## src/rtl/mem_arb_pkg.sv

```systemverilog
// Shared types and constants for the fetch/data memory arbiter.
// Memory modes, RV32I load/store funct3 codes, FSM states and the range check.
package mem_arb_pkg;

    typedef enum logic [1:0] {
        ST_IDLE  = 2'd0,
        ST_ISSUE = 2'd1,
        ST_RESP  = 2'd2
    } arb_state_t;

    localparam logic [2:0] MODE_W  = 3'b000;
    localparam logic [2:0] MODE_HU = 3'b001;
    localparam logic [2:0] MODE_BU = 3'b010;
    localparam logic [2:0] MODE_H  = 3'b011;
    localparam logic [2:0] MODE_B  = 3'b100;

    localparam logic [2:0] F3_B  = 3'b000;
    localparam logic [2:0] F3_H  = 3'b001;
    localparam logic [2:0] F3_W  = 3'b010;
    localparam logic [2:0] F3_BU = 3'b100;
    localparam logic [2:0] F3_HU = 3'b101;

    localparam logic [31:0] NOP_INSN = 32'h0000_0013;

    // 33-bit end-address compare so accesses near 2^32 cannot wrap into range.
    function automatic logic range_err(input logic [31:0] addr,
                                       input logic [2:0]  size,
                                       input logic [32:0] limit);
        logic [32:0] last;
        last = {1'b0, addr} + {30'd0, size} - 33'd1;
        return last > (limit - 33'd1);
    endfunction

endpackage

```

## src/rtl/ls_mode_decode.sv

```systemverilog
// Combinational load/store decode: funct3 to memory mode and access size,
// flagging illegal encodings and accesses that run past the end of memory.
module ls_mode_decode
    import mem_arb_pkg::*;
#(
    parameter int unsigned MEM_BYTES = 4096
) (
    input  logic        we,
    input  logic [2:0]  funct3,
    input  logic [31:0] addr,
    output logic [2:0]  mode,
    output logic [2:0]  size,
    output logic        err
);

    logic f3_err;

    always_comb begin
        mode   = MODE_W;
        size   = 3'd4;
        f3_err = 1'b0;
        if (we) begin
            // Stores never sign-extend, so only the unsigned modes appear.
            case (funct3)
                F3_B:    begin mode = MODE_BU; size = 3'd1; end
                F3_H:    begin mode = MODE_HU; size = 3'd2; end
                F3_W:    begin mode = MODE_W;  size = 3'd4; end
                default: f3_err = 1'b1;
            endcase
        end else begin
            case (funct3)
                F3_B:    begin mode = MODE_B;  size = 3'd1; end
                F3_H:    begin mode = MODE_H;  size = 3'd2; end
                F3_W:    begin mode = MODE_W;  size = 3'd4; end
                F3_BU:   begin mode = MODE_BU; size = 3'd1; end
                F3_HU:   begin mode = MODE_HU; size = 3'd2; end
                default: f3_err = 1'b1;
            endcase
        end
        err = f3_err | range_err(addr, size, 33'(MEM_BYTES));
    end

endmodule

```

## src/rtl/mem_arbiter.sv

```systemverilog
// Two-port (instruction fetch / data) arbiter in front of a single registered
// memory: one access per two cycles, data priority with bounded fetch starvation.
module mem_arbiter
    import mem_arb_pkg::*;
#(
    parameter int unsigned MEM_BYTES  = 4096,
    parameter int unsigned FAIR_LIMIT = 2
) (
    input  logic        clk,
    input  logic        rst,

    input  logic        if_req,
    input  logic [31:0] if_addr,
    output logic        if_gnt,
    output logic        if_rvalid,
    output logic [31:0] if_rdata,

    input  logic        d_req,
    input  logic        d_we,
    input  logic [2:0]  d_funct3,
    input  logic [31:0] d_addr,
    input  logic [31:0] d_wdata,
    output logic        d_gnt,
    output logic        d_done,
    output logic [31:0] d_rdata,
    output logic        d_err,

    output logic        mem_read,
    output logic        mem_write,
    output logic [2:0]  mem_mode,
    output logic [31:0] mem_addr,
    output logic [31:0] mem_wdata,
    input  logic [31:0] mem_rdata
);

    localparam int CNT_W = (FAIR_LIMIT < 1) ? 1 : $clog2(FAIR_LIMIT + 1);
    localparam logic [CNT_W-1:0] CNT_MAX = CNT_W'(FAIR_LIMIT);

    arb_state_t       state, state_nxt;
    logic [CNT_W-1:0] fair_cnt;
    logic             grant_ok;
    logic             fetch_wins;
    logic             f_err;
    logic [2:0]       d_mode;
    logic [2:0]       d_size;
    logic             d_dec_err;
    logic             own_fetch_p1;
    logic             acc_err_p1;
    logic             acc_we_p1;
    logic             resp;

    ls_mode_decode #(
        .MEM_BYTES (MEM_BYTES)
    ) u_decode (
        .we     (d_we),
        .funct3 (d_funct3),
        .addr   (d_addr),
        .mode   (d_mode),
        .size   (d_size),
        .err    (d_dec_err)
    );

    assign f_err = range_err(if_addr, 3'd4, 33'(MEM_BYTES));

    // Grants are held off while rst is high so nothing is accepted in reset.
    assign grant_ok   = ((state == ST_IDLE) || (state == ST_RESP)) && !rst;
    assign fetch_wins = if_req && (!d_req || (fair_cnt >= CNT_MAX));
    assign if_gnt     = grant_ok && fetch_wins;
    assign d_gnt      = grant_ok && d_req && !fetch_wins;

    always_comb begin
        state_nxt = state;
        case (state)
            ST_IDLE:  if (if_gnt || d_gnt) state_nxt = ST_ISSUE;
            ST_ISSUE: state_nxt = ST_RESP;
            ST_RESP:  state_nxt = (if_gnt || d_gnt) ? ST_ISSUE : ST_IDLE;
            default:  state_nxt = ST_IDLE;
        endcase
    end

    always_ff @(posedge clk or posedge rst) begin
        if (rst) begin
            state    <= ST_IDLE;
            fair_cnt <= '0;
        end else begin
            state <= state_nxt;
            if (if_gnt || !if_req)
                fair_cnt <= '0;
            else if (d_gnt && (fair_cnt < CNT_MAX))
                fair_cnt <= fair_cnt + 1'b1;
        end
    end

    // ---- grant -> ISSUE: capture the winning request onto the memory port ----
    always_ff @(posedge clk or posedge rst) begin
        if (rst) begin
            mem_read     <= 1'b0;
            mem_write    <= 1'b0;
            mem_mode     <= '0;
            mem_addr     <= '0;
            mem_wdata    <= '0;
            own_fetch_p1 <= 1'b0;
            acc_err_p1   <= 1'b0;
            acc_we_p1    <= 1'b0;
        end else begin
            mem_read  <= 1'b0;
            mem_write <= 1'b0;
            if (if_gnt) begin
                mem_addr     <= if_addr;
                mem_mode     <= MODE_W;
                mem_read     <= !f_err;
                own_fetch_p1 <= 1'b1;
                acc_err_p1   <= f_err;
                acc_we_p1    <= 1'b0;
            end else if (d_gnt) begin
                mem_addr     <= d_addr;
                mem_mode     <= d_mode;
                mem_wdata    <= d_wdata;
                mem_read     <= !d_we && !d_dec_err;
                mem_write    <= d_we && !d_dec_err;
                own_fetch_p1 <= 1'b0;
                acc_err_p1   <= d_dec_err;
                acc_we_p1    <= d_we;
            end
        end
    end

    // ---- RESP: memory data arrives one cycle after ISSUE ----
    assign resp      = (state == ST_RESP);
    assign if_rvalid = resp && own_fetch_p1;
    assign if_rdata  = !if_rvalid ? 32'd0 : (acc_err_p1 ? NOP_INSN : mem_rdata);
    assign d_done    = resp && !own_fetch_p1;
    assign d_err     = d_done && acc_err_p1;
    assign d_rdata   = (d_done && !acc_err_p1 && !acc_we_p1) ? mem_rdata : 32'd0;

endmodule

```

## config.mk

```make
export PLATFORM = sky130hd
export DESIGN_NAME = mem_arbiter
export DESIGN_NICKNAME = d
export VERILOG_FILES = /design/src/rtl/mem_arb_pkg.sv /design/src/rtl/ls_mode_decode.sv /design/src/rtl/mem_arbiter.sv
export SDC_FILE = /design/constraint.sdc
export NUM_CORES = 1
export LEC_CHECK = 0
export BUFFER_PORTS_ARGS = -buffer_cell sky130_fd_sc_hd__buf_4
export CAP_MARGIN = 15
export CORE_ASPECT_RATIO = 1.25
export CORE_UTILIZATION = 49
export DETAILED_ROUTE_END_ITERATION = 8
export PLACE_DENSITY = 0.8
export SLEW_MARGIN = 20
export SYNTH_ARGS = -nofsm -noshare
export SYNTH_HDL_FRONTEND = slang
export SYNTH_SLANG_ARGS = --single-unit
export TNS_END_PERCENT = 100
```

## constraint.sdc

```tcl
create_clock -name clk -period 2.9 [get_ports clk]
set_clock_uncertainty 0.05 [all_clocks]
set_input_delay 0.58 -clock clk [delete_from_list [all_inputs] [get_ports clk]]
set_output_delay 0.58 -clock clk [all_outputs]
set_load 0.03 [all_outputs]
```

==> run_results.csv, run 1 <==
group,metric,value,unit
synth,yosys.cell_types.count,68,
cts,root_buffer,"clkbuf_16",
timing,setup_slack,-0.523,ns
synth,yosys_warnings,0,
global_route,first_global_vias,7423,
timing,post-route-period-util,118,%
setup_path,cp-endpoint,"mem_write",
placement,io_buffer_count,273,
cts,cts_tree,"yes",
timing,period_minus_slack,3.42,ns
setup_path,cp_top_family,"simple AND/OR/NAND/NOR gates",
setup_path,end_kind,"flip-flop",
setup_path,cp.required,3.13,ns
cts,clock_latency,0.34,ns
flow_run,drv_cap,0,
timing,tns,-1.52,ns
synth,synthArstFlopShare,100,%
final_layout,fin_util,80.8,%
global_route,globalRoute.busiestLayer,"met2",
global_route,grt_max_degree,72,
setup_path,reg2regPathDepth,9,
global_route,use_met1,39.7,%
floorplan,dieArea,12900,sq um
routing,drc,0,
floorplan,die_x,102,um
floorplan,io_pins,274,
synth,synth_nets,979,
cts,clkSinkCount,76,
synth,syn-instance-count,805,
timing,rsz0062_at_grt,"true",
synth,synth.top_cells.by_area,"dfrtp_1 31%, nand2_1 12%, ha_1 7.6%, and2_1 6.7%, o211ai_1 5.4%",
routing,wire_per_inst,18.5,um
global_route,globalRouteTotalUtil,39.6,%
setup_path,cp_num_buf_inv,2,
synth,mappedNetlistArea,6090,sq um
global_route,grt_antenna_before_repair,7,
hold_path,min_path_type,"in2async",
final_layout,fill_cells,833,
global_route,grt_pass1_wl,38.4,mm
synth,ys_seq_elements,76,
setup_path,startpoint,"d_funct3[2]",
floorplan,num_rows,45,
final_layout,synthToLayoutAreaGrowth,60.6,%
final_layout,fin_nets,1376,
status,status,"finished with violations",
power,power_per_cell_area,459,nW/um^2
setup_path,worstSetupPathType,"in2reg",
synth,synth_area_leader_cell,"dfrtp_1",
timing,hold_violations,0,
cts,cts_buffer_depth,2,
synth,ys_seq_area_share,31.2,%
setup_path,cp_num_cells,16,
setup_path,critPathSlowestCell,"or4_4",
routing,first_iter_violations,379,
routing,finalWirelength,25.5,mm
routing,drtPass1Iterations,7,
routing,vias,7622,
setup_path,cp_slowest_stage_delay,0.49,ns
floorplan,core,12100,sq um
timing,slew_headroom,54.9,%
power,power.leakage,0.00507,uW
status,violations,"setup timing",
power,ir_drop,367,uV
setup_path,r2r-start,"fair_cnt[0]",
synth,yosys.area.top_type_share,31.2,%
cts,cts-hold-fix-buffers,0,
synth,synth_edf_count,0,
cts,cts_buffers,9,
global_route,met2_usage,69.2,%
cts,clk_pin_slew_worst_paths,0.07,ns
setup_path,path_common_cell,"ha_4",
cts,cts.htree.levels,3,
floorplan,die_y,127,um
setup_path,start_kind,"input pin",
timing,slew_viol_final,0,
synth,syn_area_per_cell,7.56,sq um
final_layout,final_layout_size_suffix_gt1_share,39.8,%
timing,setup_viol,3,
global_route,use_met3,14.1,%
setup_path,worstPathCellList,"buf_8, a21oi_4, nand2_2, ha_4, inv_4, ha_4, fa_2, a211oi_2, o21ai_2, a22oi_4, nor2_2, or4_4, a2111oi_4, nand4_1, nor3_2, and3_1",
global_route,grt_overflow,0,
floorplan,initial_core_util,50.3,%
setup_path,cp.arrival,3.65,ns
placement,hpwl,20.0,mm
timing,timing.fmax,292,MHz
placement,place.gp.congestion,0.961,
routing,ant_nets,0,
timing,tightest_slew,0.669,ns
setup_path,timing.rr.end,"acc_err_p1",
synth,synth_ff_type,"dfrtp_1",
setup_path,r2r_setup_slack,0.69,ns
routing,vias_per_cell,5.54,
setup_path,worst-path-max-fanout,2,
==> kinds of logic after synthesis <==
group / count (synthesis) / share of synthesized area (%)
muxes: 7 / 1.17
buffers and inverters: 92 / 5.80
xor gates and xnor gates: 8 / 1.15
AOI/OAI and AO/OA: 178 / 20.6
and+or+nand+nor: 406 / 32.1
adders and majority gates: 38 / 7.93
DFF: 76 / 31.2
==> worst min path at each step <==
| stage | end | slack (ns) | cells after the start |
|---|---|---|---|
| after detailed placement | state[1] | 0.38 | 1 |
| after global placement | state[1] | 0.38 | 1 |
| after floorplan | state[1] | 0.37 | 1 |
| after global routing | mem_addr[7] | 0.17 | 2 |
| final | mem_addr[6] | 0.15 | 2 |
| after CTS | mem_addr[6] | 0.15 | 2 |
==> layout by cell type (no fill, tap or decap), types with 15 or more instances in the layout <==
master,n
o211ai_1,44
nand4_1,15
nand3_1,21
nor2_1,43
a21oi_1,42
o21ai_0,21
dfrtp_1,76
nand2_1,198
and2_1,65
buf_4,421
inv_1,48
ha_1,35
==> sequential cells by signal, indices dropped and copies added (netlist names) <==
register,cells
mem_addr,32
mem_wdata,32
mem_mode,3
fair_cnt,2
state,2
acc_err_p1,1
acc_we_p1,1
mem_read,1
mem_write,1
own_fetch_p1,1
==> synthesized netlist by cell type (all sizes together) (2+ instances only) <==
| cell type | n |
|---|---|
| dfrtp | 76 |
| o21a | 9 |
| nor3b | 3 |
| nor2b | 2 |
| a31oi | 4 |
| a21o | 8 |
| xor2 | 3 |
| a211o | 6 |
| or3 | 4 |
| nand2b | 8 |
| inv | 51 |
| or4 | 3 |
| o221ai | 4 |
| a211oi | 6 |
| and2 | 65 |
| and3 | 6 |
| buf | 8 |
| o31a | 2 |
| o211ai | 44 |
| a22oi | 5 |
| mux2i | 6 |
| o21ai | 26 |
| nor4 | 8 |
| a221oi | 2 |
| nor2 | 44 |
| nand3b | 4 |
| and4 | 3 |
| o31ai | 4 |
| o22ai | 2 |
| nand4 | 16 |
| or2 | 3 |
| xnor2 | 5 |
| nor4b | 2 |
| ha | 37 |
| a21oi | 44 |
| nand3 | 21 |
| clkbuf | 32 |
| a2111oi | 3 |
| nor3 | 14 |
| nand2 | 199 |
==> layout make-up <==
type / count / area [sq um] / share of cell area (%)
Antenna cell: 6 / 15.0 / 0.154
Clock buffer: 9 / 225 / 2.30
Clock inverter: 7 / 70.1 / 0.716
Inverter: 52 / 199 / 2.03
Multi-Input combinational cell: 637 / 3930 / 40.1
Sequential cell: 76 / 1900 / 19.4
Tap cell: 164 / 205 / 2.10
Timing Repair Buffer: 426 / 3240 / 33.1
==> metrics by stage <==
step                      std cells  power, uW  area, sq um  setup slack [ns]  hold WS, ns
final                          1377       4490         9780            -0.523        0.147
after global placement         1354       3300         9390            -0.856        0.381
after CTS                      1370       4480         9740            -0.487        0.150
after global routing           1371       4670         9770            -0.635        0.167
after detailed placement       1354       3330         9390            -0.906        0.384
after floorplan                 805       2400         6110            -0.607        0.367
==> metal layers <==
layer,up-vias,routed length (um),part of all wire [%]
li1,3593,-,-
met1,3540,8650,34
met2,367,12700,50
met3,118,2480,9.7
met4,4,1640,6.4
met5,-,31,0.12
==> power breakdown <==
part           leakage (uW)  switching [uW]  internal (uW)
Combinational       0.00399            1160            848
Sequential         0.000940             107           1240
Clock              0.000142             530            604
==> timing repair <==
item,in CTS,in global routing
gates resized for setup,11,4
pin swaps,3,12
buffers inserted,0,1
hold endpoints to repair,0,0
setup endpoints to repair,3,3
No activity file was read; power rests on OpenSTA's default activity.
==> run 2: changes to the inputs <==
CTS_BUF_LIST = sky130_fd_sc_hd__clkbuf_2 sky130_fd_sc_hd__clkbuf_4 sky130_fd_sc_hd__clkbuf_8   (was default)
==> run 2 against run 1 <==
  * The run still ends with setup timing left
  * Core utilization fell by 0.71 points
  * Sequential share of layout area rose by 0.17 points
  * Combinational power barely moved
  * Die area did not move
  * Count of clock-buffer cells in the layout did not move
  * Global-route usage fell by 0.42 points
  * Via count fell by 1.0%
  * Routed wire length fell by 1.7%
  * Power fell by 6.9%
==> run_results.csv, run 2 (synthesis gave the netlist of run 1 again) <==
group,metric,value,unit
status,status,"finished with violations",
status,violations,"setup timing",
setup_path,timing.rr.end,"acc_err_p1",
cts,clock_latency,0.36,ns
routing,first_iter_violations,452,
global_route,grt_max_degree,72,
placement,dp_cells,1354,
global_route,globalRouteTotalUtil,39.1,%
final_layout,final_common_cell,"buf_4",
final_layout,seq_area,1900,sq um
timing,rsz0062_at_grt,"true",
placement,io_buffer_count,273,
setup_path,r2r_setup_slack,0.71,ns
timing,post-route-period-util,118,%
routing,ant_nets,0,
setup_path,r2r-start,"state[0]",
setup_path,worst-path-max-fanout,2,
routing,finalWirelength,25.0,mm
global_route,grt_antenna_before_repair,8,
final_layout,fill_cells,867,
cts,root_buffer,"clkbuf_8",
floorplan,io_pins,274,
cts,cts_tree,"yes",
final_layout,synthToLayoutAreaGrowth,59.2,%
routing,vias_per_cell,5.48,
routing,drc,0,
floorplan,die_y,127,um
setup_path,start_kind,"input pin",
floorplan,num_rows,45,
global_route,grt_pass1_wl,38.0,mm
final_layout,biggestRegsByFlops,"mem_addr x32, mem_wdata x32, mem_mode x3",
timing,setup_viol,3,
final_layout,layout_common_cells,"419 x buf_4, 198 x nand2_1, 76 x dfrtp_1, 65 x and2_1, 48 x inv_1",
floorplan,core,12100,sq um
setup_path,cp.required,3.16,ns
final_layout,fin_nets,1376,
timing,slew_headroom,55.8,%
cts,cts_buffer_depth,2,
cts,cts.htree.levels,3,
flow_run,drv_cap,0,
placement,dp_slack,-0.906,ns
timing,slew_viol_final,0,
cts,clk_pin_slew_worst_paths,0.10,ns
setup_path,cp.arrival,3.69,ns
setup_path,reg2regPathDepth,8,
placement,place.gp.congestion,0.961,
timing,hold_violations,0,
routing,wire_per_inst,18.2,um
power,power_per_cell_area,431,nW/um^2
hold_path,min_path_type,"in2async",
placement,hpwl,20.0,mm
floorplan,die_x,102,um
setup_path,end_kind,"flip-flop",
timing,tightest_slew,0.655,ns
cts,cts_buffers,9,
cts,clkSinkCount,76,
timing,setup_slack,-0.529,ns
timing,period_minus_slack,3.43,ns
global_route,grt_overflow,0,
final_layout,fin_util,80.1,%
setup_path,cp-endpoint,"mem_write",
global_route,first_global_vias,7334,
timing,timing.fmax,292,MHz
floorplan,initial_core_util,50.3,%
setup_path,startpoint,"d_funct3[2]",
setup_path,worstSetupPathType,"in2reg",
final_layout,layoutNonFillerInstCount,1376,
final_layout,multi_input_area,3940,sq um
routing,drtPass1Iterations,5,
floorplan,dieArea,12900,sq um
power,ir_drop,326,uV
routing,vias,7543,
final_layout,final_layout_size_suffix_gt1_share,39.9,%
power,power.leakage,0.00503,uW
## run 2: cell types whose count changed in the layout (fill, tap and decap cells not counted), sizes merged
cell	previous run	this run
diode	6	5
## run 2: area by class of cell
type	count	area share (%)
inverters	52	2.05
flip-flops and latches	76	19.6
clock buffers	9	1.28
repair buffers	426	33.5
well taps	164	2.12
diodes	5	0.129
clock inverters	7	0.723
multi-input cells	637	40.6
## run 2: critical path: stages
cell       delay (ns)
buf_8            0.10
a21oi_4          0.17
nand2_2          0.10
ha_4             0.27
inv_4            0.03
ha_4             0.15
fa_2             0.33
a211oi_2         0.24
o21ai_2          0.12
a22oi_4          0.16
nor2_2           0.04
or4_4            0.49
a2111oi_4        0.19
nand4_1          0.19
nor3_2           0.31
and3_1           0.20
## run 2: worst min path at each step
stage / cells after the start / from / to
after floorplan: 1 / state[1] / state[1]
after global placement: 1 / state[1] / state[1]
after detailed placement: 1 / state[1] / state[1]
after CTS: 2 / rst / mem_addr[6]
after global routing: 2 / rst / mem_addr[8]
final: 2 / rst / mem_addr[6]
## run 2: repair_timing
item,CTS,global route
hold buffers,0,0
resized for setup,11,8
endpoints found under the setup margin,3,3
setup buffers,0,1
pin swaps,2,11
## run 2: where the power goes
part	internal, uW	switching [uW]	leakage [uW]
logic	850	1160	0.00400
clock network	335	490	0.0000955
registers	1240	107	0.000940
total	2420	1760	0.00503
## run 2: layer usage
metal  routed length [um]  track usage [%]  vias up
li1                     -                -     3593
met2                12500             69.0      347
met4                 1510             21.7        6
met5                   41                0        -
met3                 2400             13.6      119
met1                 8550             39.7     3478
## run 2: metrics by stage
stage | total power, uW | cell area (sq um) | hold slack (ns) | TNS, ns
3_3_place_gp | 3300 | 9390 | 0.381 | -2.48
5_1_grt | 4380 | 9680 | 0.126 | -1.77
3_5_place_dp | 3330 | 9390 | 0.384 | -2.66
4_1_cts | 4170 | 9640 | 0.112 | -1.35
2_1_floorplan | 2400 | 6110 | 0.367 | -1.59
6_report | 4180 | 9690 | 0.114 | -1.52
==> run 3: changes to the inputs <==
SETUP_SLACK_MARGIN = 0.3   (was default)
==> run 3 against run 2 <==
  * Sequential power hardly changed
  * Clock power hardly changed
  * Via count rose by 0.74%
  * First-iteration DRC count up 13%
  * The flow still finishes with violations (setup timing)
  * Critical path depth did not move
  * Register-to-register slack got worse by 0.20 ns
==> run_results.csv, run 3 (synthesis gave the netlist of run 1 again) <==
group,metric,value,unit
status,status,"finished with violations",
status,violations,"setup timing",
timing,slew_headroom,65.7,%
timing,hold_violations,0,
timing,rsz0062_at_grt,"true",
power,p_total,4210,uW
placement,hpwl,20.3,mm
floorplan,die_y,127,um
setup_path,end_kind,"flip-flop",
power,power.leakage,0.00502,uW
routing,ant_nets,0,
routing,first_iter_violations,510,
floorplan,dieArea,12900,sq um
setup_path,r2r_setup_slack,0.51,ns
cts,clock_latency,0.37,ns
final_layout,final_common_cell,"buf_4",
routing,drtPass1Iterations,5,
power,ir_drop,377,uV
setup_path,worstSetupPathType,"in2reg",
global_route,first_global_vias,7489,
cts,cts_buffer_depth,2,
routing,wire_per_inst,18.9,um
setup_path,cp.arrival,3.55,ns
timing,slew_viol_final,0,
setup_path,cp.required,3.17,ns
final_layout,synthToLayoutAreaGrowth,59.2,%
routing,finalWirelength,25.9,mm
flow_run,drv_cap,0,
setup_path,worst-path-max-fanout,2,
timing,setup_slack,-0.374,ns
placement,place.gp.congestion,0.976,
final_layout,final_layout_size_suffix_gt1_share,40.0,%
routing,drc,0,
final_layout,biggestRegsByFlops,"mem_addr x32, mem_wdata x32, mem_mode x3",
timing,tightest_slew,0.513,ns
power,power_per_cell_area,434,nW/um^2
global_route,grt_pass1_wl,38.4,mm
floorplan,die_x,102,um
cts,root_buffer,"clkbuf_8",
cts,cts_buffers,9,
global_route,grt_overflow,0,
floorplan,core,12100,sq um
final_layout,fill_cells,864,
final_layout,layout_common_cells,"412 x buf_4, 198 x nand2_1, 76 x dfrtp_1, 65 x and2_1, 48 x inv_1",
global_route,grt_max_degree,72,
placement,placed_cell_area,9360,sq um
final_layout,final_area,9690,sq um
floorplan,io_pins,274,
cts,cts-hold-fix-buffers,0,
setup_path,startpoint,"d_funct3[2]",
setup_path,r2r-start,"fair_cnt[0]",
cts,clk_pin_slew_worst_paths,0.10,ns
cts,cts_tree,"yes",
placement,io_buffer_count,273,
timing,timing.fmax,305,MHz
cts,cts.htree.levels,3,
hold_path,min_path_type,"in2async",
floorplan,initial_core_util,50.3,%
routing,vias,7599,
timing,period_minus_slack,3.27,ns
timing,whs,0.187,ns
routing,vias_per_cell,5.55,
global_route,globalRouteTotalUtil,39.7,%
cts,clkSinkCount,76,
timing,setup_viol,3,
floorplan,num_rows,45,
global_route,grt_antenna_before_repair,7,
final_layout,fin_nets,1372,
final_layout,fin_util,80.1,%
timing,post-route-period-util,113,%
setup_path,start_kind,"input pin",
run 3: cell types whose count changed in the layout (fill, tap and decap cells not counted), moves of 2 or more:
cell | previous run | this run
buf_4 | 419 | 412
diode_2 | 5 | 3
buf_6 | 4 | 6
nor3b_4 | 0 | 2
nor4_2 | 0 | 2
run 3: path summary, 6_finish.rpt:
path	end	cells past startpoint
worst min-delay path	mem_addr[19]	2
worst max-delay path	mem_write	16
max in group asynchronous	mem_wdata[28]	3
worst max register to register	acc_err_p1	9
min in group clk	mem_wdata[2]	3
worst min register to register	state[1]	1
run 3: timing repair:
action,in CTS,in global routing
cloned,0,1
endpoints found under the setup margin,4,36
pin swaps,6,4
resized for setup,11,20
buffers inserted,1,0
run 3: layout make-up:
cell class                 instances  area [sq um]  share of cell area, %
multi-input combinational        637          3960                   40.8
timing repair buffer             422          3240                   33.4
sequential                        76          1900                   19.6
tap                              164           205                   2.12
inverter                          52           196                   2.03
clock buffer                       9           124                   1.28
clock inverter                     7          67.6                  0.697
antenna                            3          7.51                 0.0774
run 3: power by group:
group	total (uW)	switching [uW]	internal [uW]
sequential	1350	114	1240
combinational	2030	1170	854
clock	828	496	332
total	4210	1780	2430
run 3: critical path: stages:
cell       delay (ns)
buf_8            0.10
a21oi_4          0.17
nand2_2          0.10
ha_4             0.27
inv_2            0.04
ha_4             0.15
fa_2             0.33
a211oi_2         0.20
o21ai_2          0.11
a22oi_4          0.19
nor2_2           0.04
or4_4            0.52
a2111oi_4        0.19
nand4_1          0.19
nor3_2           0.19
and3_1           0.17
run 3: per-stage QoR:
stage,setup TNS (ns),setup WS [ns],instances
global placement,-2.43,-0.883,1349
CTS,-1.11,-0.386,1366
detailed placement,-2.65,-0.940,1349
finish,-1.06,-0.374,1370
global route,-1.65,-0.565,1367
floorplan,-1.59,-0.607,805
run 3: metal layers:
metal / vias to the layer above / part of all wire [%] / GRT usage [%]
met4: 8 / 5.7 / 22.3
li1: 3585 / - / -
met3: 107 / 9.9 / 14.8
met2: 352 / 49 / 68.6
met1: 3547 / 35 / 40.6
met5: - / 0.21 / 0
